<file path="src/rtl/fetch_stage.sv">
// fetch_stage: CPU front end. Owns the program counter, drives the instruction
// memory address/hold/clear controls, buffers returned words in a small
// circular prefetch queue and hands them to decode under a valid/stall
// handshake. Redirects from execute flush everything and restart fetch.
//
// Optional feature macro: FETCH_BYPASS_EN
//   defined   - a word returning while the queue is empty and decode is ready
//               is forwarded to decode in the same cycle without being queued.
//   undefined - every word passes through the queue (one cycle minimum latency).
//
// DEPTH must lie in 2..8.
module fetch_stage #(
  parameter logic [31:0] RESET_VECTOR = 32'd0,
  parameter int          DEPTH        = 2
) (
  input  logic        clk,
  input  logic        reset_n,
  output logic [31:0] im_addr,
  output logic        im_hold,
  output logic        im_clear,
  input  logic        im_hit,
  input  logic [31:0] im_q,
  input  logic        redirect,
  input  logic [31:0] redirect_addr,
  input  logic        stall,
  output logic        instr_valid,
  output logic [31:0] instr,
  output logic [31:0] instr_pc
);

  localparam int PTR_W = $clog2(DEPTH);
  localparam int CNT_W = $clog2(DEPTH + 1);

  localparam logic [PTR_W-1:0] LAST_PTR = PTR_W'(DEPTH - 1);
  localparam logic [CNT_W-1:0] HOLD_LVL = CNT_W'(DEPTH - 1);
  localparam logic [CNT_W-1:0] CNT_MAX  = CNT_W'(DEPTH);

  typedef enum logic [1:0] {
    ST_RUN,
    ST_FULL,
    ST_FLUSH
  } fetch_state_e;

  fetch_state_e     state_q, state_d;
  logic [31:0]      pc_q, pc_d;
  logic [CNT_W-1:0] count_q, count_d;
  logic [PTR_W-1:0] rd_ptr_q, rd_ptr_d;
  logic [PTR_W-1:0] wr_ptr_q, wr_ptr_d;

  logic [31:0] pc_mem_q   [DEPTH];
  logic [31:0] word_mem_q [DEPTH];

  logic accept;
  logic bypass;
  logic push;
  logic pop;
  logic head_valid;

  // Pointer advance with wrap modulo DEPTH (DEPTH need not be a power of two).
  function automatic logic [PTR_W-1:0] ptr_inc(input logic [PTR_W-1:0] p);
    return (p == LAST_PTR) ? '0 : p + 1'b1;
  endfunction

  // Handshake decode: which of accept/push/pop happen this cycle.
  always_comb begin
    head_valid = (count_q != '0);
    accept     = im_hit && !redirect;
`ifdef FETCH_BYPASS_EN
    bypass     = !head_valid && im_hit && !stall && !redirect;
`else
    bypass     = 1'b0;
`endif
    push       = accept && !bypass;
    pop        = head_valid && !stall && !redirect;
  end

  // Next-state for pc, queue bookkeeping and the fetch state; redirect wins.
  always_comb begin
    pc_d     = pc_q;
    count_d  = count_q;
    rd_ptr_d = rd_ptr_q;
    wr_ptr_d = wr_ptr_q;
    state_d  = state_q;
    if (redirect) begin
      pc_d     = redirect_addr;
      count_d  = '0;
      rd_ptr_d = '0;
      wr_ptr_d = '0;
      state_d  = ST_FLUSH;
    end else begin
      if (accept) pc_d = pc_q + 32'd1;
      if (push)   wr_ptr_d = ptr_inc(wr_ptr_q);
      if (pop)    rd_ptr_d = ptr_inc(rd_ptr_q);
      case ({push, pop})
        2'b10:   count_d = count_q + CNT_W'(1);
        2'b01:   count_d = count_q - CNT_W'(1);
        default: count_d = count_q;
      endcase
      state_d = (count_d >= HOLD_LVL) ? ST_FULL : ST_RUN;
    end
  end

  // Fetch state machine and control registers, cleared asynchronously.
  always_ff @(posedge clk or negedge reset_n) begin
    if (!reset_n) begin
      state_q  <= ST_RUN;
      pc_q     <= RESET_VECTOR;
      count_q  <= '0;
      rd_ptr_q <= '0;
      wr_ptr_q <= '0;
    end else begin
      state_q  <= state_d;
      pc_q     <= pc_d;
      count_q  <= count_d;
      rd_ptr_q <= rd_ptr_d;
      wr_ptr_q <= wr_ptr_d;
    end
  end

  // Queue storage; contents are only observed while count says they are live.
  always_ff @(posedge clk) begin
    if (push) begin
      pc_mem_q[wr_ptr_q]   <= pc_q;
      word_mem_q[wr_ptr_q] <= im_q;
    end
  end

  // Memory-side controls and decode-side outputs.
  always_comb begin
    im_addr     = pc_q;
    im_clear    = redirect;
    im_hold     = (state_q == ST_FULL) && !redirect;
    instr_valid = head_valid || bypass;
    instr       = 32'd0;
    instr_pc    = 32'd0;
    if (head_valid) begin
      instr    = word_mem_q[rd_ptr_q];
      instr_pc = pc_mem_q[rd_ptr_q];
    end else if (bypass) begin
      instr    = im_q;
      instr_pc = pc_q;
    end
  end

`ifndef SYNTHESIS
  overflow_chk: assert property (@(posedge clk) disable iff (!reset_n)
                                 !(push && !pop && (count_q == CNT_MAX)));
`endif

endmodule

</file>
<file path="config.mk">
export PLATFORM = sky130hd
export DESIGN_NAME = fetch_stage
export DESIGN_NICKNAME = d
export VERILOG_FILES = /design/src/rtl/fetch_stage.sv
export SDC_FILE = /design/constraint.sdc
export NUM_CORES = 1
export LEC_CHECK = 0
export ABC_AREA = 1
export BUFFER_PORTS_ARGS = -buffer_cell sky130_fd_sc_hd__buf_2
export CAP_MARGIN = 20
export CORE_MARGIN = 3
export CORE_UTILIZATION = 54
export CTS_BUF_LIST = sky130_fd_sc_hd__clkbuf_4 sky130_fd_sc_hd__clkbuf_8 sky130_fd_sc_hd__clkbuf_16
export CTS_CLUSTER_SIZE = 25
export DETAILED_ROUTE_END_ITERATION = 6
export PLACE_DENSITY = 0.91
export SLEW_MARGIN = 30
export SYNTH_ARGS = -nofsm -noshare
export SYNTH_HDL_FRONTEND = slang
export SYNTH_SLANG_ARGS = --single-unit
</file>
<file path="constraint.sdc">
create_clock -name clk -period 5 [get_ports clk]
set_input_delay 0.75 -clock clk [delete_from_list [all_inputs] [get_ports clk]]
set_output_delay 0.75 -clock clk [all_outputs]
set_load 0.02 [all_outputs]
</file>
## Yosys cells after proc, flatten, opt, wreduce, memory -nomap -nowiden

Memory sizes are Yosys's and may differ from the RTL's.
Cells that the tools add are included.

- Add/subtract/negate cells: 5
- $lt $le $gt $ge: 1
- Eq/ne operators: 3
- Multiplexer cells: 17
- Reduce and logical (&&, ||, !) cells: 9

Operators by type and width:

| kind | count |
|---|---|
| $mux W32 | 4 |
| $add A32 B1 Y32 const B | 1 |
| $mux W1 | 9 |
| $mux W2 | 3 |
| $reduce_bool A2 Y1 | 3 |
| $eq A2 B1 Y1 const B | 2 |
| $logic_and A1 B1 Y1 | 4 |
| $pmux W2 S2 | 1 |
| $add A1 B1 Y1 const B | 2 |
| $add A2 B1 Y2 const B | 1 |
| $eq A2 B2 Y1 const B | 1 |
| $ge A2 B1 Y1 const B | 1 |
| $logic_not A1 Y1 | 2 |
| $sub A2 B1 Y2 const B | 1 |

- Register bits after elaboration: 38
- RAM bits: 128
- Output and inout port bits: 99
- Memories: 2

Memories:

| name | depth | width | read ports | clocked after Yosys merged registers in | wr ports | RTL line | RTL |
|---|---|---|---|---|---|---|---|
| pc_mem_q | 2 | 32 | 1 | 0 | 1 | 50 | `logic [31:0] pc_mem_q [DEPTH];` |
| word_mem_q | 2 | 32 | 1 | 0 | 1 | 51 | `logic [31:0] word_mem_q [DEPTH];` |

## Depth between registers and ports, before layout

- Depth in word-level cells: 9
- Mapped depth: 10
- Mapped depth without buffers: 10

## Worst setup path after synthesis

OpenSTA, ideal clock, no wires.

- Path kind: input port to flip-flop
- Start: in redirect
- End: mem pc_mem_q[0][0], enable pin
- Data arrival time: 3936 ps
- Path slack: 576 ps
- Stages on the path: 4
- Buffers on the path: 1
- Cells stage by stage: buf_2 nor2_2 inv_2 nor2_1

- Word-level cells in the longest chain between the ends: 4

RTL lines:

| what | RTL line | RTL |
|---|---|---|
| start, declared | 23 | `input logic redirect,` |
| $logic_not A1 Y1 | 67 | `accept = im_hit && !redirect;` |
| $logic_and A1 B1 Y1 | 67 |  |
| $mux W1 | 122 | `if (push) begin` |
| $mux W1 (not written as such) | 123 | `pc_mem_q[wr_ptr_q] <= pc_q;` |
| end, declared | 50 |  |

No other way between the ends.

## Final worst setup path

- Start: reg count_q[0]
- End: out instr[13]

- Word-level cells in the longest chain between the ends: 2

RTL lines:

| what | RTL line | RTL |
|---|---|---|
| start, declared | 46 | `logic [CNT_W-1:0] count_q, count_d;` |
| start signal, assigned | 114 | `count_q <= count_d;` |
| $reduce_bool A2 Y1 | 66 | `head_valid = (count_q != '0);` |
| $mux W32 | 136 | `if (head_valid) begin` |
| end, declared | 27 | `output logic [31:0] instr,` |

No other way between the ends.

==> metrics <==
net count reported at finish between 900 and 1000; Pint between 2 and 3 mW; worst setup path startpoint count_q[0]; final WL about 18 mm; final setup skew a little under 0.008 ns; Peak VDD IR just under 0.3 mV; startpoint types flop; Net Switching 964 uW; clock root buffer clkbuf_16; CTS Buffer Depth 2; Overflow after GRT 0; num rows just over 40; Avg WL per Cell 16.7 um; r2r startpoint count_q[0]; fill count 919; WS Path Type reg -> out; Gate power share about 15%; post-synthesis simple-gate area fraction about a fifth; combinational family with the most area after synthesis simple AND/OR/NAND/NOR gates; clock net sink count 166; clock-pin transition on the worst setup and hold timing paths roughly 0.060 ns; worst-margin pin slew about 0.89 ns; WL met2 8.87 mm; Post-Syn Nets 784; Final Cell Area ~0.009 mm2; worst endpoint required time between 4 and 5 ns; global-route wire length before repair between 20 and 30 mm; drc violations 0; post-synthesis sequential area ratio about two thirds; worst reg-to-reg path cell count 10; Hold WC Path Type in -> async; Hold Slack around 0.45 ns; Placed Area a little over 0.008 mm2; fin crit period approximately 3.0 ns; via density per instance roughly 5.5; f_max around 330 MHz; H-tree levels 4; share of cells above drive strength 1 25.4%; setup violators final 0; total length of routed met3 wires ~1.6 mm; Metal-1 WL around 6.8 mm; Tot Pwr ~3.7 mW; Die X about 120 um; MaxCap Viol Count 0; Unique masters post-synth 29; Leak between 3 and 4 nW; clock latency on the worst-skew pair 0.42 ns; PD cells approximately 410 mW/mm2; RSZ-0062 raised after global routing false; Die Y between 100 and 150 um; I/O pin count ~170; Placer Congestion slightly below 0.9; clock share of power between 30 and 40%; Synth Area in XOR/XNOR 1.80%; Compound-Gate Fraction of Synth Area approximately 8.3%; Post-Synth Adder-Cell Area 0.343%; Final period util between 60% and 70%; hpwl dp ~11 mm; Floorplan Core Area ~0.013 mm2; PostCTS Resize Cnt 0; Post-Synthesis Cells a little over 700; vias in the first global route approximately 5500; Post-Syn Area between 0.007 and 0.008 mm2; total die area between 0.01 and 0.015 mm2; CTS tree done; antenna violations before repair 1; status finished, final reports clean; fin. max-slew vios 0; CP max FO 36; Reg power frac a little under half; Antenna Nets Post-Route 0; FF+latch count, synth 166; Critical Path AT 2.29 ns; vias after detailed routing 5802; # Post-CTS Setup Buffers 0; Top Metal Used met5; area grow syn2layout 22.8%; CTS buffer count 17; crit path capture type primary output; setup_tns 0 ns; max_slew headroom between 40% and 50%; final hold vios 0; I/O Buffers 167; Post-Route Utilization between 60% and 70%; initial core utilization between 50% and 60%; Total Routing Usage GR 23.8%; pin count of the biggest net entering global routing between 60 and 70; mux cell area share after synthesis 0%; Post-Syn Area per Cell about 10 um2; first-pass iteration count of the detailed router 6; DRT iter0 DRCs 703; hold_buf cts 0; diodes inserted 0; switching portion of total power between 20% and 30%; synth warn 0
## cells by family (layout without fill, tap and decap cells)
family	Yosys count	count (layout)
simple gates	363	363
flops	166	166
fa+ha+maj	2	2
xor+xnor	15	15
buf+inv	61	234
compound gates	106	106
## routing by layer
layer / up-vias / GRT usage, %
li1: 2733 / -
met1: 2717 / 29.2
met5: - / 0
met3: 43 / 6.50
met2: 307 / 40.1
met4: 2 / 9.80
## per-stage QoR
step	setup WS, ns	std cells
after floorplan	0.576	713
after detailed placement	1.92	1026
final	1.96	1058
after CTS	1.92	1058
after global placement	1.98	1026
after global routing	1.79	1058
## power by group through the flow
stage	combinational [mW]	clock [mW]	sequential (mW)
after floorplan	0.316	0	1.69
final	0.540	1.46	1.66
after detailed placement	0.538	0	1.68
after CTS	0.543	1.47	1.66
after global placement	0.528	0	1.68
after global routing	0.593	1.53	1.67
## path summary, 6_finish.rpt
path                                         end  slack, ns
worst min register to register   pc_mem_q[0][31]       0.58
worst max-delay path                   instr[13]       1.96
worst min-delay path                 im_addr[29]       0.45
max in group asynchronous               rd_ptr_q       3.93
worst max register to register        state_q[0]       2.14
min in group clk                word_mem_q[0][2]       0.52
## cells in the mapped netlist, drive strengths merged
| library cell | number | area, um2 |
|---|---|---|
| xor2 | 13 | 114 |
| nor3 | 1 | 5.00 |
| dfrtp | 38 | 951 |
| nand3 | 19 | 95.1 |
| nor3b | 1 | 7.51 |
| a22oi | 26 | 195 |
| nand4 | 1 | 6.26 |
| a21oi | 67 | 335 |
| a21o | 1 | 7.51 |
| ha | 2 | 25.0 |
| nor2 | 60 | 282 |
| o21bai | 2 | 15.0 |
| buf | 18 | 82.6 |
| nand3b | 5 | 37.5 |
| clkbuf | 13 | 48.8 |
| o211ai | 2 | 15.0 |
| inv | 30 | 113 |
| nand2 | 276 | 1060 |
| o21ai | 8 | 40.0 |
| xnor2 | 2 | 17.5 |
| edfxtp | 128 | 3840 |
## registers in the layout (all words and copies together), names as in the netlist
register	count
count_q	2
im_addr	32
pc_mem_q	64
rd_ptr_q	1
state_q	2
word_mem_q	64
wr_ptr_q	1
## worst max-delay path: stages (launching register included)
cell,delay [ns]
dfrtp_1,0.43
nor2_4,0.67
buf_4,0.48
a21oi_1,0.09
buf_2,0.18
## placed cells by master, fill, tap and decap left out, types with 3 or more instances in the layout
cell	n
nand2_2	5
buf_2	167
dfrtp_1	37
nand2_1	270
clkinv_4	3
bufinv_16	6
a21oi_1	67
xor2_1	13
buf_4	5
nand3_1	19
edfxtp_1	128
nor2_4	8
nand3b_1	5
o21ai_0	8
a22oi_1	26
nor2_1	47
clkbuf_16	17
nor2_2	4
inv_1	28
## area by class of cell
type                    count  area (um2)  area share (%)
well taps                 172         215            2.40
clock buffers              19         447            4.99
flip-flops and latches    166        4800            53.5
inverters                  30         115            1.29
multi-input cells         486        2280            25.5
repair buffers            172         873            9.75
clock inverters            13         228            2.54
Note: power is estimated with default switching activity, not from simulation.
